[src/rtl/ram_port_scheduler_pkg.sv]
// Shared types and sizing helpers for the RAM port scheduler and its arbiter.
package ram_port_scheduler_pkg;

  typedef enum logic {
    INIT = 1'b0,
    RUN  = 1'b1
  } state_e;

  // Pointer width for an N-entry round robin; a single requester still gets one bit.
  function automatic int ptr_width(input int n);
    return (n > 1) ? $clog2(n) : 1;
  endfunction

endpackage

[src/rtl/ram_port_scheduler_rr_arbiter.sv]
// Combinational round-robin arbiter: first requester at or above the pointer wins, wrapping mod N.
module rr_arbiter
  import ram_port_scheduler_pkg::*;
#(
  parameter int N  = 4,
  parameter int PW = ptr_width(N)
) (
  input  logic [N-1:0]  req_i,
  input  logic [PW-1:0] ptr_i,
  output logic [N-1:0]  grant_o,
  output logic [PW-1:0] grant_idx_o,
  output logic          fired_o
);

  int           cand;
  logic [N-1:0] one_hot;

  always_comb begin
    grant_o     = '0;
    grant_idx_o = '0;
    fired_o     = 1'b0;
    cand        = 0;
    one_hot     = '0;
    for (int i = 0; i < N; i++) begin
      cand = int'(ptr_i) + i;
      if (cand >= N) cand = cand - N;
      one_hot = N'(1) << cand;
      if (!fired_o && |(req_i & one_hot)) begin
        grant_o     = one_hot;
        grant_idx_o = PW'(cand);
        fired_o     = 1'b1;
      end
    end
  end

endmodule

[src/rtl/sdp_block_ram_dc.sv]
// Simple dual-port block RAM with independent write/read clocks and registered read data.
module sdp_block_ram_dc #(
  parameter int ADDR_WIDTH = 5,
  parameter int DATA_WIDTH = 32
) (
  input  logic                  i_write_clock,
  input  logic                  i_write_enable,
  input  logic [ADDR_WIDTH-1:0] i_write_address,
  input  logic [DATA_WIDTH-1:0] i_write_data,
  input  logic                  i_read_clock,
  input  logic                  i_read_enable,
  input  logic [ADDR_WIDTH-1:0] i_read_address,
  output logic [DATA_WIDTH-1:0] o_read_data
);

  logic [DATA_WIDTH-1:0] mem [2**ADDR_WIDTH];
  logic [DATA_WIDTH-1:0] read_data_q;

  always_ff @(posedge i_write_clock) begin
    if (i_write_enable) mem[i_write_address] <= i_write_data;
  end

  // Same-edge collisions return the old word since the read samples before the write lands.
  always_ff @(posedge i_read_clock) begin
    if (i_read_enable) read_data_q <= mem[i_read_address];
  end

  assign o_read_data = read_data_q;

endmodule

[src/rtl/ram_port_scheduler.sv]
// Owns a simple dual-port RAM: zero-fills it after reset, then shares the read port
// round-robin among NUM_READERS requesters while one external writer owns the write port.
//
//   state | meaning
//   INIT  | writing 0 to the fill-counter address each cycle; all traffic refused
//   RUN   | writer always ready, reads granted round-robin with 1-cycle response
module ram_port_scheduler
  import ram_port_scheduler_pkg::*;
#(
  parameter int ADDR_WIDTH  = 5,
  parameter int DATA_WIDTH  = 32,
  parameter int NUM_READERS = 4
) (
  input  logic                              i_clock,
  input  logic                              i_reset,
  input  logic                              i_write_valid,
  output logic                              o_write_ready,
  input  logic [ADDR_WIDTH-1:0]             i_write_address,
  input  logic [DATA_WIDTH-1:0]             i_write_data,
  input  logic [NUM_READERS-1:0]            i_read_valid,
  input  logic [NUM_READERS*ADDR_WIDTH-1:0] i_read_address,
  output logic [NUM_READERS-1:0]            o_read_ready,
  output logic [NUM_READERS-1:0]            o_response_valid,
  output logic [DATA_WIDTH-1:0]             o_response_data,
  output logic                              o_init_done
);

  localparam int PW = ptr_width(NUM_READERS);

  state_e                   state_q, state_d;
  logic [ADDR_WIDTH-1:0]    fill_q, fill_d;
  logic [PW-1:0]            ptr_q, ptr_d;
  logic [NUM_READERS-1:0]   resp_valid_q;

  logic [NUM_READERS-1:0]   arb_req;
  logic [NUM_READERS-1:0]   grant;
  logic [PW-1:0]            grant_idx;
  logic                     grant_fired;

  logic                     ram_we;
  logic [ADDR_WIDTH-1:0]    ram_waddr;
  logic [DATA_WIDTH-1:0]    ram_wdata;
  logic [ADDR_WIDTH-1:0]    ram_raddr;

  always_ff @(posedge i_clock or posedge i_reset) begin
    if (i_reset) begin
      state_q      <= INIT;
      fill_q       <= '0;
      ptr_q        <= '0;
      resp_valid_q <= '0;
    end else begin
      state_q      <= state_d;
      fill_q       <= fill_d;
      ptr_q        <= ptr_d;
      resp_valid_q <= grant;
    end
  end

  always_comb begin
    state_d = state_q;
    fill_d  = fill_q;
    case (state_q)
      INIT: begin
        fill_d = fill_q + 1'b1;
        if (fill_q == '1) state_d = RUN;
      end
      RUN:     state_d = RUN;
      default: state_d = INIT;
    endcase
  end

  // Requests are masked during INIT so no grant, ready or pointer move can leak out.
  assign arb_req = (state_q == RUN) ? i_read_valid : '0;

  rr_arbiter #(
    .N  (NUM_READERS),
    .PW (PW)
  ) u_rr_arbiter (
    .req_i       (arb_req),
    .ptr_i       (ptr_q),
    .grant_o     (grant),
    .grant_idx_o (grant_idx),
    .fired_o     (grant_fired)
  );

  always_comb begin
    ptr_d = ptr_q;
    if (grant_fired) begin
      if (int'(grant_idx) == NUM_READERS - 1) ptr_d = '0;
      else                                    ptr_d = grant_idx + 1'b1;
    end
  end

  always_comb begin
    ram_raddr = '0;
    for (int k = 0; k < NUM_READERS; k++) begin
      if (grant[k]) ram_raddr = i_read_address[k*ADDR_WIDTH +: ADDR_WIDTH];
    end
  end

  always_comb begin
    if (state_q == INIT) begin
      ram_we    = 1'b1;
      ram_waddr = fill_q;
      ram_wdata = '0;
    end else begin
      ram_we    = i_write_valid;
      ram_waddr = i_write_address;
      ram_wdata = i_write_data;
    end
  end

  sdp_block_ram_dc #(
    .ADDR_WIDTH (ADDR_WIDTH),
    .DATA_WIDTH (DATA_WIDTH)
  ) u_ram (
    .i_write_clock   (i_clock),
    .i_write_enable  (ram_we),
    .i_write_address (ram_waddr),
    .i_write_data    (ram_wdata),
    .i_read_clock    (i_clock),
    .i_read_enable   (grant_fired),
    .i_read_address  (ram_raddr),
    .o_read_data     (o_response_data)
  );

  assign o_init_done      = (state_q == RUN);
  assign o_write_ready    = (state_q == RUN);
  assign o_read_ready     = grant;
  assign o_response_valid = resp_valid_q;

endmodule

[config.mk]
export PLATFORM = sky130hd
export DESIGN_NAME = ram_port_scheduler
export DESIGN_NICKNAME = d
export VERILOG_FILES = /design/src/rtl/ram_port_scheduler_pkg.sv /design/src/rtl/ram_port_scheduler_rr_arbiter.sv /design/src/rtl/sdp_block_ram_dc.sv /design/src/rtl/ram_port_scheduler.sv
export SDC_FILE = /design/constraint.sdc
export NUM_CORES = 1
export LEC_CHECK = 0
export ABC_AREA = 1
export BUFFER_PORTS_ARGS = -buffer_cell sky130_fd_sc_hd__buf_2
export CAP_MARGIN = 20
export CELL_PAD_IN_SITES_DETAIL_PLACEMENT = 1
export CELL_PAD_IN_SITES_GLOBAL_PLACEMENT = 1
export CORE_UTILIZATION = 35
export CTS_BUF_LIST = sky130_fd_sc_hd__clkbuf_16
export CTS_CLUSTER_SIZE = 14
export DETAILED_ROUTE_END_ITERATION = 8
export PLACE_DENSITY = 0.69
export RECOVER_POWER = 100
export SYNTH_ARGS = -nofsm -noshare
export SYNTH_HDL_FRONTEND = slang
export SYNTH_SLANG_ARGS = --single-unit
[constraint.sdc]
create_clock -name i_clock -period 4.8 [get_ports i_clock]
set_clock_uncertainty 0.1 [all_clocks]
set_input_delay 0.24 -clock i_clock [delete_from_list [all_inputs] [get_ports i_clock]]
set_output_delay 0.24 -clock i_clock [all_outputs]
set_load 0.01 [all_outputs]
==> results of run 1 <==
==> worst max path at each step <==
| stage | to | cells past startpoint | startpoint | slack, ns |
|---|---|---|---|---|
| 2_1_floorplan | u_ram.mem[0][0] | 9 | o_init_done | 1.34 |
| 3_3_place_gp | u_ram.o_read_data[31] | 20 | ptr_q[0] | 0.56 |
| 3_5_place_dp | u_ram.o_read_data[31] | 20 | ptr_q[0] | 0.47 |
| 4_1_cts | u_ram.o_read_data[31] | 21 | ptr_q[1] | 0.39 |
| 5_1_grt | u_ram.o_read_data[17] | 20 | ptr_q[0] | 0.003 |
| 6_report | u_ram.mem[10][11] | 9 | o_init_done | 0.21 |
==> final cells by class <==
cell class | instances | area, um2 | area share
clock buffers | 113 | 2830 | 0.0533
inverters | 577 | 2180 | 0.0411
well taps | 1768 | 2210 | 0.0417
flip-flops and latches | 1068 | 32000 | 0.603
repair buffers | 232 | 1640 | 0.0308
multi-input cells | 2492 | 11700 | 0.220
clock inverters | 83 | 512 | 0.00964
==> cells by family after synthesis <==
group / count (synthesis)
adder cells (fa/ha/maj): 8
buffers and inverters: 857
flip-flops: 1068
XOR/XNOR: 2
AO/OA/AOI/OAI: 22
AND/OR/NAND/NOR: 2460
==> registers in the layout, indices dropped and copies added, names as in the netlist <==
name / flops
u_ram.mem: 1024
u_ram.o_read_data: 32
fill_q: 5
o_response_valid: 4
ptr_q: 2
o_init_done: 1
==> critical path, delay by kind of cell (launching register included) <==
family,cells,cell delay [ns]
and+or+nand+nor,4,1.52
buffers and inverters,4,1.68
DFF,1,0.66
AOI/OAI and AO/OA,1,0.18
==> per-stage QoR <==
stage / hold WS, ns / setup WS, ns
after floorplan: 0.00470 / 1.34
after global placement: 0.179 / 0.560
after detailed placement: 0.194 / 0.465
after CTS: 0.0681 / 0.387
after global routing: 0.162 / 0.00349
final: 0.113 / 0.209
==> routing by layer <==
| metal | wire (um) | vias up |
|---|---|---|
| met4 | 5140 | 4 |
| li1 | - | 15000 |
| met1 | 66600 | 17600 |
| met5 | 27 | - |
| met2 | 75300 | 1245 |
| met3 | 11200 | 275 |
==> placed cells by master, fill, tap and decap left out, types with 5 or more instances in the layout <==
master,synthesis,routed
a21oi_1,8,8
buf_12,0,27
buf_2,183,66
buf_4,21,31
bufinv_16,0,6
clkbuf_1,40,63
clkbuf_16,0,113
clkbuf_2,0,31
clkbuf_4,0,7
clkinv_1,1,24
clkinv_2,0,14
dfrtp_1,12,11
edfxtp_1,1056,1056
ha_1,8,8
inv_1,566,600
inv_2,8,7
inv_6,0,6
nand2_1,1136,1137
nand2_2,6,5
nand3_1,1113,1114
nand3b_1,128,128
nor2_1,51,32
nor2_4,5,23
o21ai_0,7,8
or2_2,5,5
==> results by group, run 1 <==
Global routing
  – First-pass GRT wire length: 232000 um
  – Met2 Usage GRT: 0.383
  – GRT Total Usage: 0.230
  – Global routing's busiest layer: met2
  – GRT met1 Usage: 0.306
  – Initial antenna violation count: 4
  – Vias in the first global route: approximately 35000
  – GRT met3 Usage: 0.0365
  – Largest net degree at the start of global routing: 142
  – Congestion Overflow GR: 0

Worst setup path
  – Worst Reg-to-Reg Cells: 9
  – Worst setup EP type: flip-flop
  – Crit path max fanout: 34
  – Most used cell, CP: inv_1
  – RR Endpoint: u_ram.mem[10][11]
  – Reg2reg start: o_init_done
  – R2R Setup Slk: 0.21 ns
  – Critical Path AT: 4.83 ns
  – CP cell instances: buf_4 > inv_1 > or2_2 > o21ai_0 > inv_1 > nor2_1 > nand2_1 > nor2_2 > buf_2
  – Crit Path Class: flip-flop to flip-flop
  – Worst-path cell with the longest stage delay: nor2_2
  – Startpoint Class: flip-flop
  – Critical Path Max Stage Delay: 0.85 ns
  – Critical path required time: 5.04 ns

Logic synthesis
  – Count leader, synth: nand2_1
  – Synth area leader: edfxtp_1
  – Largest family of logic cells by synthesized area: simple AND/OR/NAND/NOR gates
  – Most frequent cells after synthesis: 1136 x nand2_1, 1113 x nand3_1, 1056 x edfxtp_1
  – Warnings from Yosys: 0
  – Mapped Area: 47200 um2
  – Net Count, Synth: roughly 4500
  – Synth Area in Simple Gates: 0.239
  – Synth Register Bits: 1068
  – Post-Synth Adder-Cell Area: 0.00212
  – Top cell type's share of synthesized area: 0.671
  – Mux cell area share after synthesis: 0
  – Compound-cell area share of the yosys netlist: 0.00273
  – XOR/XNOR Fraction of Synth Area: 0.000371
  – Ys async rst share: 0.0112
  – Post-synth EDFFs: 1056
  – Main flop type after synthesis: edfxtp_1
  – Gate Count Post-Synth: 4417
  – Average size of a mapped cell: 10.7 um2
  – Register area share after synthesis: 0.678
  – Yosys cell types: 36
  – Synth top area cells: edfxtp_1 67%, nand3_1 12%, nand2_1 9.0%, inv_1 4.5%, nand3b_1 2.0%

Run status
  – Failing checks: DRC, capacitance limit, slew limit
  – Status: finished, violations left

Route
  – DRT Pass-1 Iters: 7
  – Routed vias: around 34000
  – Drc violations: 8
  – ANT nets after route: 0
  – Initial DRC Count: between 3000 and 4000
  – Final WL: 158000 um
  – Drt wl/cell: between 20 and 25 um
  – DR vias/cell: between 5 and 6

Clock network
  – Clock tree from TritonCTS: yes
  – TritonCTS Sinks: about 1100
  – Post-CTS Setup Repair Bufs: 0
  – CTS HTree Levels: 3
  – Hold-fix buffers, CTS: 2
  – CTS Root Buffer Type: clkbuf_16
  – Clock slew at reported path FFs: about 0.06 ns
  – Number of clock buffers inserted by TritonCTS: 112
  – Post-CTS sizing: 0
  – Max Root-Sink Buffers: 3
  – Worst skew pair latency: around 0.73 ns

STA
  – Max-Slew Margin vs Limit: -0.227
  – Fin crit period: approximately 4.6 ns
  – Setup tns final: 0 ns
  – Fmax: approximately 220 MHz
  – Final Cycle Share: 0.956
  – Final hold vios: 0
  – RSZ-0062 raised after global routing: false
  – Final setup vio count: 0
  – Worst Tran Pin Value: between 1.5 and 2 ns
  – Slew Limit Fails: 143

Flow run
  – Max Cap Violations: 6

Floorplanning
  – Initial core utilization: 0.353
  – Core Rows: around 130
  – Die W: 369 um
  – # IOs: 106
  – Core Box Area: 134000 um2
  – Die area: 136000 um2
  – Die Ht: 369 um

Hold path
  – Hold path depth: 6
  – Hold Crit Start: i_read_valid[3]
  – Hold Path End: ptr_q[0]
  – Hold crit path type: input pin to flip-flop

Finish
  – Layout cells sized above 1: 0.0800
  – Nets: 4555
  – Filler cells: 14600
  – Cell area after layout: 53100 um2
  – Antenna diodes: 0
  – Post-route core utilization: 0.397
  – Area grow syn2layout: 12.4%
  – Non-filler cells, final: about 6300

Placed design
  – I/O Buffers: 105
  – Detailed placer's ending HPWL: 83300 um
  – Dpl cell area: 50200 um2
  – Gp weighted congestion: around 0.79
  – Dpl cells: 6131
Power of run 1 is not shown: default switching activity piles up to over one toggle a cycle in this logic, so the estimate is an artifact.
==> inputs of run 2 (changes only) <==
Settings changed: ABC_AREA 1 to default, CORE_MARGIN from default to 1.5, PLACE_DENSITY 0.69 to 0.66.
==> run 2 against run 1 <==
The flow finishes with violations (capacitance limit, slew limit, setup timing). Worst setup slack got worse by 0.25 ns. Non-clock buffer count increased by 72. Area after synthesis decreased by 11%. Sequential cell count unchanged. Critical path depth increased by 10. Core utilization increased by 2.7 points. Via count decreased by 25%. Maximum frequency decreased by 5.3%.
==> results by group, run 2 <==
Floorplanning
  – Initial core utilization: 0.354 (+0.000647)
  – Die W: 349 um (-5.4%)
  – Core Rows: 126 (-6.0%)
  – # IOs: 106 (unchanged)
  – Core Box Area: 119000 um2 (-11%)
  – Die Ht: 349 um (-5.4%)
  – Die area: 122000 um2 (-11%)

Run status
  – Failing checks: capacitance limit, slew limit, setup timing
  – Status: finished, violations left

Worst setup path
  – Worst Reg-to-Reg Cells: 19 (+10)
  – Critical Path AT: 5.22 ns (+0.39 ns)
  – Critical Path Max Stage Delay: 0.44 ns (-0.41 ns)
  – Worst setup EP type: flip-flop
  – Most used cell, CP: buf_4
  – Startpoint Class: flip-flop
  – Crit Path Class: flip-flop to flip-flop
  – CP cell instances: inv_1 > ha_1 > buf_4 > a22oi_1 > nand2_1 > a221oi_2 > a2bb2oi_2 > buf_4 > buf_4 > o21ai_4 > a221o_1 > and2_4 > nand4_1 > buf_4 > buf_12 > buf_8 > o22ai_1 > nor4_1 > nor4bb_1
  – Worst-path cell with the longest stage delay: dfrtp_2
  – Crit path max fanout: 11 (-68%)
  – Critical path required time: 5.17 ns (+0.13 ns)

Clock network
  – CTS HTree Levels: 3 (unchanged)
  – Number of clock buffers inserted by TritonCTS: 108 (-3.6%)
  – CTS Root Buffer Type: clkbuf_16
  – Clock slew at reported path FFs: 0.06 ns (about the same)
  – TritonCTS Sinks: 1068 (unchanged)
  – Clock tree from TritonCTS: yes
  – Worst skew pair latency: 0.68 ns (-0.05 ns)
  – Max Root-Sink Buffers: 3 (unchanged)

Logic synthesis
  – Synth area leader: edfxtp_1
  – Mapped Area: 42000 um2 (-11%)
  – Warnings from Yosys: 0 (unchanged)
  – Yosys cell types: 74 (+110%)
  – Post-synth EDFFs: 1056 (unchanged)
  – Net Count, Synth: 2701 (-40%)
  – Top cell type's share of synthesized area: 0.755 (+0.0840)
  – Mux cell area share after synthesis: 0.0736 (+0.0736)
  – Average size of a mapped cell: 16.0 um2 (+49%)
  – Register area share after synthesis: 0.763 (+0.0848)
  – Synth top area cells: edfxtp_1 76%, mux2i_1 5.5%, o22ai_1 3.1%, nand2_1 2.0%, nor2_1 2.0%
  – Ys async rst share: 0.0112 (unchanged)
  – Gate Count Post-Synth: 2629 (-40%)
  – Main flop type after synthesis: edfxtp_1
  – Largest family of logic cells by synthesized area: simple AND/OR/NAND/NOR gates
  – Count leader, synth: edfxtp_1
  – Synth Register Bits: 1068 (unchanged)
  – Compound-cell area share of the yosys netlist: 0.0675 (+0.0647)
  – Post-Synth Adder-Cell Area: 0.00238 (+0.000265)
  – Most frequent cells after synthesis: 1056 x edfxtp_1, 231 x mux2i_1, 228 x nand2_1
  – XOR/XNOR Fraction of Synth Area: 0.00104 (+0.000672)
  – Synth Area in Simple Gates: 0.0737 (-0.165)

Hold path
  – Hold path depth: 2 (-4)
  – Hold crit path type: input pin to flip-flop

Placed design
  – Gp weighted congestion: 0.898 (+13%)
  – Dpl ws: -0.459 ns (-0.924 ns)
  – Detailed placer's ending HPWL: 73700 um (-12%)
  – I/O Buffers: 105 (unchanged)
  – Dpl cell area: 45600 um2 (-9.2%)

STA
  – Final worst-path setup slack: -0.0455 ns (-0.255 ns)
  – RSZ-0062 raised after global routing: true
  – Fmax: 206 MHz (-5.3%)
  – Final Cycle Share: 1.01 (+0.0531)
  – Worst Tran Pin Value: 1.71 ns (-0.127 ns)
  – Setup tns final: -0.0455 ns (-0.0455 ns)
  – Max-Slew Margin vs Limit: -0.142 (+0.0844)
  – Final setup vio count: 1 (+1)
  – Fin crit period: 4.85 ns (+0.255 ns)
  – Slew Limit Fails: 165 (+15%)
  – Final hold vios: 0 (unchanged)

Finish
  – Nets: 2960 (-35%)
  – Area grow syn2layout: 19.7%
  – Cell area after layout: 50300 um2 (-5.3%)
  – Most common cell after layout, fill and taps aside: edfxtp_1
  – Most frequent cells in the layout: 1056 x edfxtp_1, 231 x mux2i_1, 223 x nand2_1
  – Max FFs per register: 1024 (unchanged)
  – Layout cells sized above 1: 0.191 (+0.111)
  – Largest Register: u_ram.mem

Route
  – Final WL: 135000 um (-14%)
  – Drt wl/cell: 29.6 um (+18%)
  – Routed vias: 25800 (-25%)
  – Drc violations: 0 (-8)
  – DRT Pass-1 Iters: 5 (-2)
  – DR vias/cell: 5.63 (+4.5%)
  – Initial DRC Count: 2856 (-25%)
  – ANT nets after route: 0 (unchanged)

Global routing
  – Initial antenna violation count: 6 (+2)
  – GRT met3 Usage: 0.0327 (-0.00374)
  – Met2 Usage GRT: 0.367 (-0.0160)
  – GRT Total Usage: 0.212 (-0.0182)
  – Vias in the first global route: 26700 (-23%)
  – GRT met1 Usage: 0.272 (-0.0338)
  – First-pass GRT wire length: 187000 um (-19%)
  – Congestion Overflow GR: 0 (unchanged)
  – Largest net degree at the start of global routing: 55 (-61%)
  – Global routing's busiest layer: met2

Flow run
  – Max Cap Violations: 5 (-1)
run 2: layout make-up:
| type | count | area [um2] |
|---|---|---|
| clock buffers | 113 | 2830 |
| well taps | 1600 | 2000 |
| fillers | 11800 | 68300 |
| inverters | 11 | 41.3 |
| multi-input cells | 1395 | 9860 |
| flip-flops and latches | 1068 | 32000 |
| clock inverters | 82 | 659 |
| diodes | 3 | 7.51 |
| repair buffers | 304 | 2850 |
run 2: what timing repair did:
| action | 4_1_cts | 5_1_grt |
|---|---|---|
| cloned | 1 | 10 |
| resized for setup | 17 | 81 |
| hold buffers | 1 | 10 |
| endpoints found under the setup margin | 29 | 32 |
| buffers inserted | 2 | 20 |
| pin swaps | 3 | 14 |
| endpoints found under the hold margin | 12 | 25 |
run 2: routing by layer:
layer,routed length [um],part of all wire
met1,53800,0.40
met2,67600,0.50
met3,9080,0.067
met4,4800,0.035
met5,0,0
run 2: per-stage QoR:
stage / util / hold WS, ns / instances
2_1_floorplan: - / 0.00470 / 2629
3_3_place_gp: 0.384 / 0.193 / 4310
3_5_place_dp: 0.384 / 0.212 / 4310
4_1_cts: 0.415 / 0.0398 / 4509
5_1_grt: 0.424 / 0.0454 / 4575
6_report: 0.424 / 0.0415 / 4576
run 2: worst max-delay path: cells and delay by family, from the launching register on:
kind	cells	cell delay (ns)
adders and majority gates	1	0.23
DFF	1	0.44
AOI/OAI and AO/OA	6	1.48
buffers and inverters	7	1.10
and+or+nand+nor	5	1.27
run 2: worst paths after layout:
| path | startpoint | slack [ns] | endpoint |
|---|---|---|---|
| max | ptr_q[1] | -0.05 | u_ram.o_read_data[1] |
| min | i_write_data[4] | 0.04 | u_ram.mem[29][4] |
| max reg2reg | ptr_q[1] | -0.05 | u_ram.o_read_data[1] |
| min reg2reg | ptr_q[0] | 0.45 | ptr_q[0] |
| max in group asynchronous | i_reset | 4.11 | ptr_q[1] |
| min in group asynchronous | i_reset | 0.06 | fill_q[0] |
run 2: kinds of logic after synthesis:
logic type               count (synthesis)
flip-flops                            1068
AND/OR/NAND/NOR                        664
AO/OA/AOI/OAI                          419
multiplexers                           299
buffers and inverters                  166
adder cells (fa/ha/maj)                  8
XOR/XNOR                                 5
Power of run 2 is left out for the same reason.
